**src/rtl/fb_pkg.sv**
```systemverilog
// Shared geometry, request type and swap-state encoding for the frame-buffer arbiter.
package fb_pkg;

    localparam int unsigned IMG_W  = 320;
    localparam int unsigned IMG_H  = 240;
    localparam int unsigned ADDR_W = $clog2(IMG_W * IMG_H);

    typedef logic [ADDR_W-1:0] fb_addr_t;

    typedef struct packed {
        fb_addr_t   addr;
        logic [7:0] data;
    } wr_req_t;

    typedef enum logic {
        WRITING   = 1'b0,
        SWAP_WAIT = 1'b1
    } swap_state_t;

    // 2x2 upscale of the raw counts; y*320 is built as (y<<8)+(y<<6).
    function automatic fb_addr_t disp_addr(input logic [9:0] h, input logic [9:0] v);
        fb_addr_t x;
        fb_addr_t y;
        x = fb_addr_t'(h) >> 1;
        y = fb_addr_t'(v) >> 1;
        return (y << 8) + (y << 6) + x;
    endfunction

endpackage

```
**src/rtl/sync_fifo.sv**
```systemverilog
// Small synchronous FIFO, power-of-two depth, first-word-fall-through head.
module sync_fifo #(
    parameter  int unsigned WIDTH = 8,
    parameter  int unsigned DEPTH = 4,
    localparam int unsigned PTR_W = $clog2(DEPTH),
    localparam int unsigned CNT_W = $clog2(DEPTH + 1)
) (
    input  logic             clk_i,
    input  logic             rst_ni,
    input  logic             push_i,
    input  logic             pop_i,
    input  logic [WIDTH-1:0] data_i,
    output logic [WIDTH-1:0] data_o,
    output logic             full_o,
    output logic             empty_o,
    output logic [CNT_W-1:0] count_o
);

    logic [WIDTH-1:0] mem_q [DEPTH];
    logic [PTR_W-1:0] wrPtr_q, rdPtr_q;
    logic [CNT_W-1:0] count_q, count_d;
    logic             doPush, doPop;

    assign full_o  = (count_q == CNT_W'(DEPTH));
    assign empty_o = (count_q == '0);
    assign count_o = count_q;
    assign data_o  = mem_q[rdPtr_q];

    // A pop frees the slot a same-cycle push needs, so full+pop still accepts.
    assign doPush = push_i & (~full_o | pop_i);
    assign doPop  = pop_i & ~empty_o;

    always_comb begin
        count_d = count_q;
        if (doPush && !doPop) begin
            count_d = count_q + CNT_W'(1);
        end else if (doPop && !doPush) begin
            count_d = count_q - CNT_W'(1);
        end
    end

    always_ff @(posedge clk_i) begin
        if (doPush) begin
            mem_q[wrPtr_q] <= data_i;
        end
    end

    always_ff @(posedge clk_i) begin
        if (!rst_ni) begin
            wrPtr_q <= '0;
            rdPtr_q <= '0;
            count_q <= '0;
        end else begin
            if (doPush) wrPtr_q <= wrPtr_q + PTR_W'(1);
            if (doPop)  rdPtr_q <= rdPtr_q + PTR_W'(1);
            count_q <= count_d;
        end
    end

endmodule

```
**src/rtl/fb_access_arbiter.sv**
```systemverilog
// Single-port frame-buffer arbiter: display reads win during active video,
// buffered writer traffic drains otherwise, banks swap at frame boundaries.
module fb_access_arbiter
    import fb_pkg::*;
#(
    parameter int unsigned WFIFO_DEPTH = 4
) (
    input  logic              vgaClk,
    input  logic              rstN,
    input  logic [9:0]        hCount,
    input  logic [9:0]        vCount,
    input  logic              displayActive,
    input  logic              frameEnd,
    input  logic              wrValid,
    output logic              wrReady,
    input  logic [ADDR_W-1:0] wrAddr,
    input  logic [7:0]        wrData,
    input  logic              wrFrameDone,
    output logic              swapPending,
    output logic              dispBank,
    output logic [7:0]        pixelOut,
    output logic              pixelValid,
    output logic [ADDR_W:0]   memAddr,
    output logic              memWe,
    output logic [7:0]        memWdata,
    input  logic [7:0]        memRdata
);

    localparam int unsigned CNT_W = $clog2(WFIFO_DEPTH + 1);

    swap_state_t      state_q;
    logic             swapPending_q;
    logic             dispBank_q;
    logic             actD1_q;
    logic [7:0]       pixelOut_q;
    logic             pixelValid_q;
    logic [ADDR_W:0]  addrHold_q;
    logic [7:0]       wdataHold_q;

    fb_addr_t         dispAddr;
    wr_req_t          pushReq;
    wr_req_t          head;
    logic             fifoPush, fifoPop, fifoFull, fifoEmpty, drained;
    logic [CNT_W-1:0] fifoCount;

    assign wrReady  = ~fifoFull & ~swapPending_q & rstN;
    assign fifoPush = wrValid & wrReady;
    assign pushReq  = '{addr: wrAddr, data: wrData};
    assign dispAddr = disp_addr(hCount, vCount);

    // FIFO occupancy as it will be after this cycle's pop/push.
    assign drained = fifoEmpty | (fifoPop & ~fifoPush & (fifoCount == CNT_W'(1)));

    sync_fifo #(
        .WIDTH ($bits(wr_req_t)),
        .DEPTH (WFIFO_DEPTH)
    ) u_wfifo (
        .clk_i   (vgaClk),
        .rst_ni  (rstN),
        .push_i  (fifoPush),
        .pop_i   (fifoPop),
        .data_i  (pushReq),
        .data_o  (head),
        .full_o  (fifoFull),
        .empty_o (fifoEmpty),
        .count_o (fifoCount)
    );

    always_comb begin
        fifoPop  = 1'b0;
        memWe    = 1'b0;
        memAddr  = addrHold_q;
        memWdata = wdataHold_q;
        if (!rstN) begin
            memAddr  = '0;
            memWdata = '0;
        end else if (displayActive) begin
            memAddr = {dispBank_q, dispAddr};
        end else if (!fifoEmpty) begin
            fifoPop  = 1'b1;
            memWe    = 1'b1;
            memAddr  = {~dispBank_q, head.addr};
            memWdata = head.data;
        end
    end

    always_ff @(posedge vgaClk) begin
        if (!rstN) begin
            addrHold_q   <= '0;
            wdataHold_q  <= '0;
            actD1_q      <= 1'b0;
            pixelOut_q   <= '0;
            pixelValid_q <= 1'b0;
        end else begin
            addrHold_q   <= memAddr;
            wdataHold_q  <= memWdata;
            actD1_q      <= displayActive;
            pixelOut_q   <= actD1_q ? memRdata : '0;
            pixelValid_q <= actD1_q;
        end
    end

    always_ff @(posedge vgaClk) begin
        if (!rstN) begin
            state_q       <= WRITING;
            swapPending_q <= 1'b0;
            dispBank_q    <= 1'b0;
        end else begin
            case (state_q)
                WRITING: begin
                    if (wrFrameDone) begin
                        state_q       <= SWAP_WAIT;
                        swapPending_q <= 1'b1;
                    end
                end
                SWAP_WAIT: begin
                    if (frameEnd && drained) begin
                        state_q       <= WRITING;
                        swapPending_q <= 1'b0;
                        dispBank_q    <= ~dispBank_q;
                    end
                end
                default: begin
                    state_q       <= WRITING;
                    swapPending_q <= 1'b0;
                end
            endcase
        end
    end

    assign swapPending = swapPending_q;
    assign dispBank    = dispBank_q;
    assign pixelOut    = pixelOut_q;
    assign pixelValid  = pixelValid_q;

endmodule

```
**config.mk**
```make
export PLATFORM = sky130hd
export DESIGN_NAME = fb_access_arbiter
export DESIGN_NICKNAME = d
export VERILOG_FILES = /design/src/rtl/fb_pkg.sv /design/src/rtl/sync_fifo.sv /design/src/rtl/fb_access_arbiter.sv
export SDC_FILE = /design/constraint.sdc
export NUM_CORES = 1
export LEC_CHECK = 0
export ABC_AREA = 1
export BUFFER_PORTS_ARGS = -buffer_cell sky130_fd_sc_hd__buf_2
export CAP_MARGIN = 25
export CORE_MARGIN = 4
export CORE_UTILIZATION = 53
export CTS_BUF_LIST = sky130_fd_sc_hd__clkbuf_8
export CTS_CLUSTER_DIAMETER = 100
export DETAILED_ROUTE_END_ITERATION = 8
export PLACE_DENSITY = 0.71
export RECOVER_POWER = 100
export SLEW_MARGIN = 10
export SYNTH_ARGS = -nofsm -noshare
export SYNTH_HDL_FRONTEND = slang
export SYNTH_SLANG_ARGS = --single-unit
```
**constraint.sdc**
```tcl
create_clock -name vgaClk -period 4.05 [get_ports vgaClk]
set_input_delay 0.81 -clock vgaClk [delete_from_list [all_inputs] [get_ports vgaClk]]
set_output_delay 0.81 -clock vgaClk [all_outputs]
set_load 0.02 [all_outputs]
```
==> results.py <==
metrics = {
    "setup_path": {
        "crit_type": "input pin to output pin",
        "cp_slowest_cell": "fa_1",
        "crit_buf_inv": 5,
        "crit_fanout": 3,
        "crit_path_end_kind": "output pin",
        "start_kind": "input pin",
        "reg2reg_slack_ns": 1.08,
        "required_ns": 3.24,
        "critical_path_arrival_ns": 2.88,
        "path_cells": "buf_2, inv_1, fa_1, inv_1, fa_1, nand2_1, nand2_1, nand2_1, nand2_1, nand3_1, nand3_1, nand3_1, nand2_1, inv_1, clkbuf_1",
        "crit_family": "adder cells",
        "slowest_delay_ns": 0.53,
        "crit_path_frequent_cell": "nand2_1",
    },
    "route": {
        "vias": 4697,
        "drt_iter0_drc": 303,
        "post-route-drc-count": 0,
        "totalWireLength_um": 13400,
        "wl_per_cell_um": 15.0,
        "viasPerCell": 5.25,
        "first_pass_iters": 4,
        "ant_nets": 0,
    },
    "timing": {
        "worst_slew_pin_slew_ns": 1.64,
        "slew_viol_final": 52,
        "finClkSkew_ns": 0.0101,
        "hold_viol_final": 0,
        "slew_headroom": -0.0919,
        "max_freq_mhz": 271,
        "fin_tns_setup_ns": 0,
        "min_period_over_period": 0.912,
        "setup_viol": 0,
        "rsz0062_at_grt": "false",
        "timing.final.crit_period_ns": 3.69,
        "timing.final.ws_setup_ns": 0.357,
    },
    "yosys": {
        "yosysMostFrequentCell": "nand2_1",
        "synth_seq_cells": 148,
        "synthCells": 638,
        "netlist.area_leader.share": 0.461,
        "synth_edf_count": 100,
        "synth_common_cells": "nand2_1, edfxtp_1, nor2_1",
        "synth_area_um2": 6510,
        "yosysWarnings": 0,
        "avgSynthCellArea_um2": 10.2,
        "synth_nets": 725,
        "synth_area_leaders": "edfxtp_1, dfxtp_1, nand2_1",
        "synth_area_leader_cell": "edfxtp_1",
        "synth_top_flop_cell": "edfxtp_1",
        "synth_cell_type_count": 33,
        "ys_async_sr_fraction": 0,
        "ys_seq_area_frac": 0.609,
    },
    "finish": {
        "diodes": 0,
        "final_util": 0.605,
        "drive_gt1_frac": 0.112,
        "final_nets": 822,
        "synthToLayoutAreaGrowth_pct": 11.7,
    },
    "pwr": {
        "p_leak_nw": 3.10,
        "seqPwrFrac": 0.505,
        "swShare": 0.293,
        "internal_power_mw": 2.43,
        "max-vdd-ir-drop_mv": 0.231,
        "powerDensity_nw_per_um2": 473,
        "combPwrFrac": 0.191,
        "p_sw_mw": 1.01,
        "p_clk_frac": 0.304,
    },
    "die": {
        "die_h_um": 119,
        "ioPinCount": 98,
        "initial_utilization": 0.542,
        "die_w_um": 119,
        "dieArea_um2": 14100,
        "core.rowCount": 40,
        "coreArea_um2": 12000,
    },
    "placed_design": {
        "pre_cts_slack_ns": 0.418,
        "dp_hpwl_um": 8860,
        "port_buffers": 95,
        "gp_congestion": 0.861,
    },
    "clock_network": {
        "clock_latency_ns": 0.44,
        "postCtsSetupBuffers": 0,
        "hold_buffers": 0,
        "cts_buffer_depth": 2,
        "cts_tree": "built",
        "cts-root-buf": "clkbuf_8",
        "cts_num_sinks": 148,
        "cts_inserted_buffers": 17,
        "clk_pin_slew_ns": 0.07,
        "htreeDepth": 4,
        "cts_resized": 0,
    },
    "global_routing": {
        "grt-ovfl-total": 0,
        "grt_pass1_vias": 4685,
        "grtUsageMet2": 0.321,
        "grt_max_degree": 51,
        "grt_busiest_layer": "met2",
        "gr-usage-all-layers": 0.196,
        "grt_pass1_wl_um": 22000,
        "antenna_found_initial": 0,
        "grt_use_met3": 0.0565,
        "gr-usage-met1": 0.237,
    },
    "run": {
        "maxCapViolCount": 2,
    },
    "hold_path": {
        "hp-class": "flip-flop to flip-flop",
    },
    "run_status": {
        "status": "finished, violations left",
        "violations": "max-capacitance violations, max-slew violations",
    },
}
[worst paths after layout]
| path | depth (start not counted) | endpoint | startpoint |
|---|---|---|---|
| max | 15 | memAddr[13] | hCount[9] |
| min | 1 | flip-flop | u_wfifo.rdPtr_q[0] |
| max reg2reg | 6 | u_wfifo.mem_q[2][23] | u_wfifo.count_o[0] |
| min reg2reg | 1 | flip-flop | u_wfifo.rdPtr_q[0] |
[power by group through the flow]
stage	Clock [mW]	Sequential [mW]	Combinational, mW
after detailed placement	0	1.77	0.686
after global placement	0	1.77	0.666
after CTS	1.07	1.74	0.688
after floorplan	0	1.77	0.492
after global routing	1.13	1.75	0.746
final	1.04	1.74	0.656
[per-stage QoR]
| step | hold slack [ns] | cells | instance area (um^2) | power [mW] |
|---|---|---|---|---|
| final | 0.487 | 895 | 7270 | 3.44 |
| after global routing | 0.533 | 895 | 7270 | 3.62 |
| after CTS | 0.493 | 895 | 7400 | 3.50 |
| after detailed placement | 0.488 | 863 | 7040 | 2.46 |
| after global placement | 0.455 | 863 | 7040 | 2.43 |
| after floorplan | 0.444 | 638 | 6510 | 2.26 |
[final cells by class]
type                    count  area, um^2
clock buffers              17         234
well taps                 147         184
fillers                  1024        4740
multi-input cells         394        2040
inverters                  72         280
repair buffers            102         442
clock inverters            15         128
flip-flops and latches    148        3960
[metal layers]
metal,up-vias,part of all wire
li1,2344,-
met1,2211,0.45
met2,116,0.47
met3,26,0.057
met4,0,0.020
met5,-,0
[cell usage in the layout (no fill, tap or decap), types with 17 or more instances in the layout]
master | Yosys | layout
clkbuf_8 | 0 | 17
inv_1 | 64 | 70
o21ai_0 | 57 | 66
nor2_1 | 87 | 85
ha_1 | 26 | 26
nand2_1 | 107 | 107
dfxtp_1 | 48 | 48
o21ai_1 | 32 | 24
edfxtp_1 | 100 | 100
clkbuf_1 | 0 | 61
buf_2 | 8 | 36
nand3_1 | 35 | 36
[flip-flops by register name, summed over array words and instances (netlist names), named ones only]
register         flops
pixelValid           1
pixelOut             8
u_wfifo.mem_q      100
wdataHold_q          8
state_q              1
u_wfifo.wrPtr_q      2
addrHold_q          18
u_wfifo.rdPtr_q      2
u_wfifo.count_o      3
swapPending          1
actD1_q              1
dispBank             1
[cells by family (layout without fill, tap and decap cells)]
kind of cell | count (synthesis) | in the layout | synth area share
fa+ha+maj | 28 | 28 | 0.0561
compound gates | 125 | 125 | 0.104
simple gates | 239 | 239 | 0.155
buf+inv | 96 | 206 | 0.0729
xor+xnor | 2 | 2 | 0.00269
flops | 148 | 148 | 0.609
No activity file was read; power rests on OpenSTA's default activity.
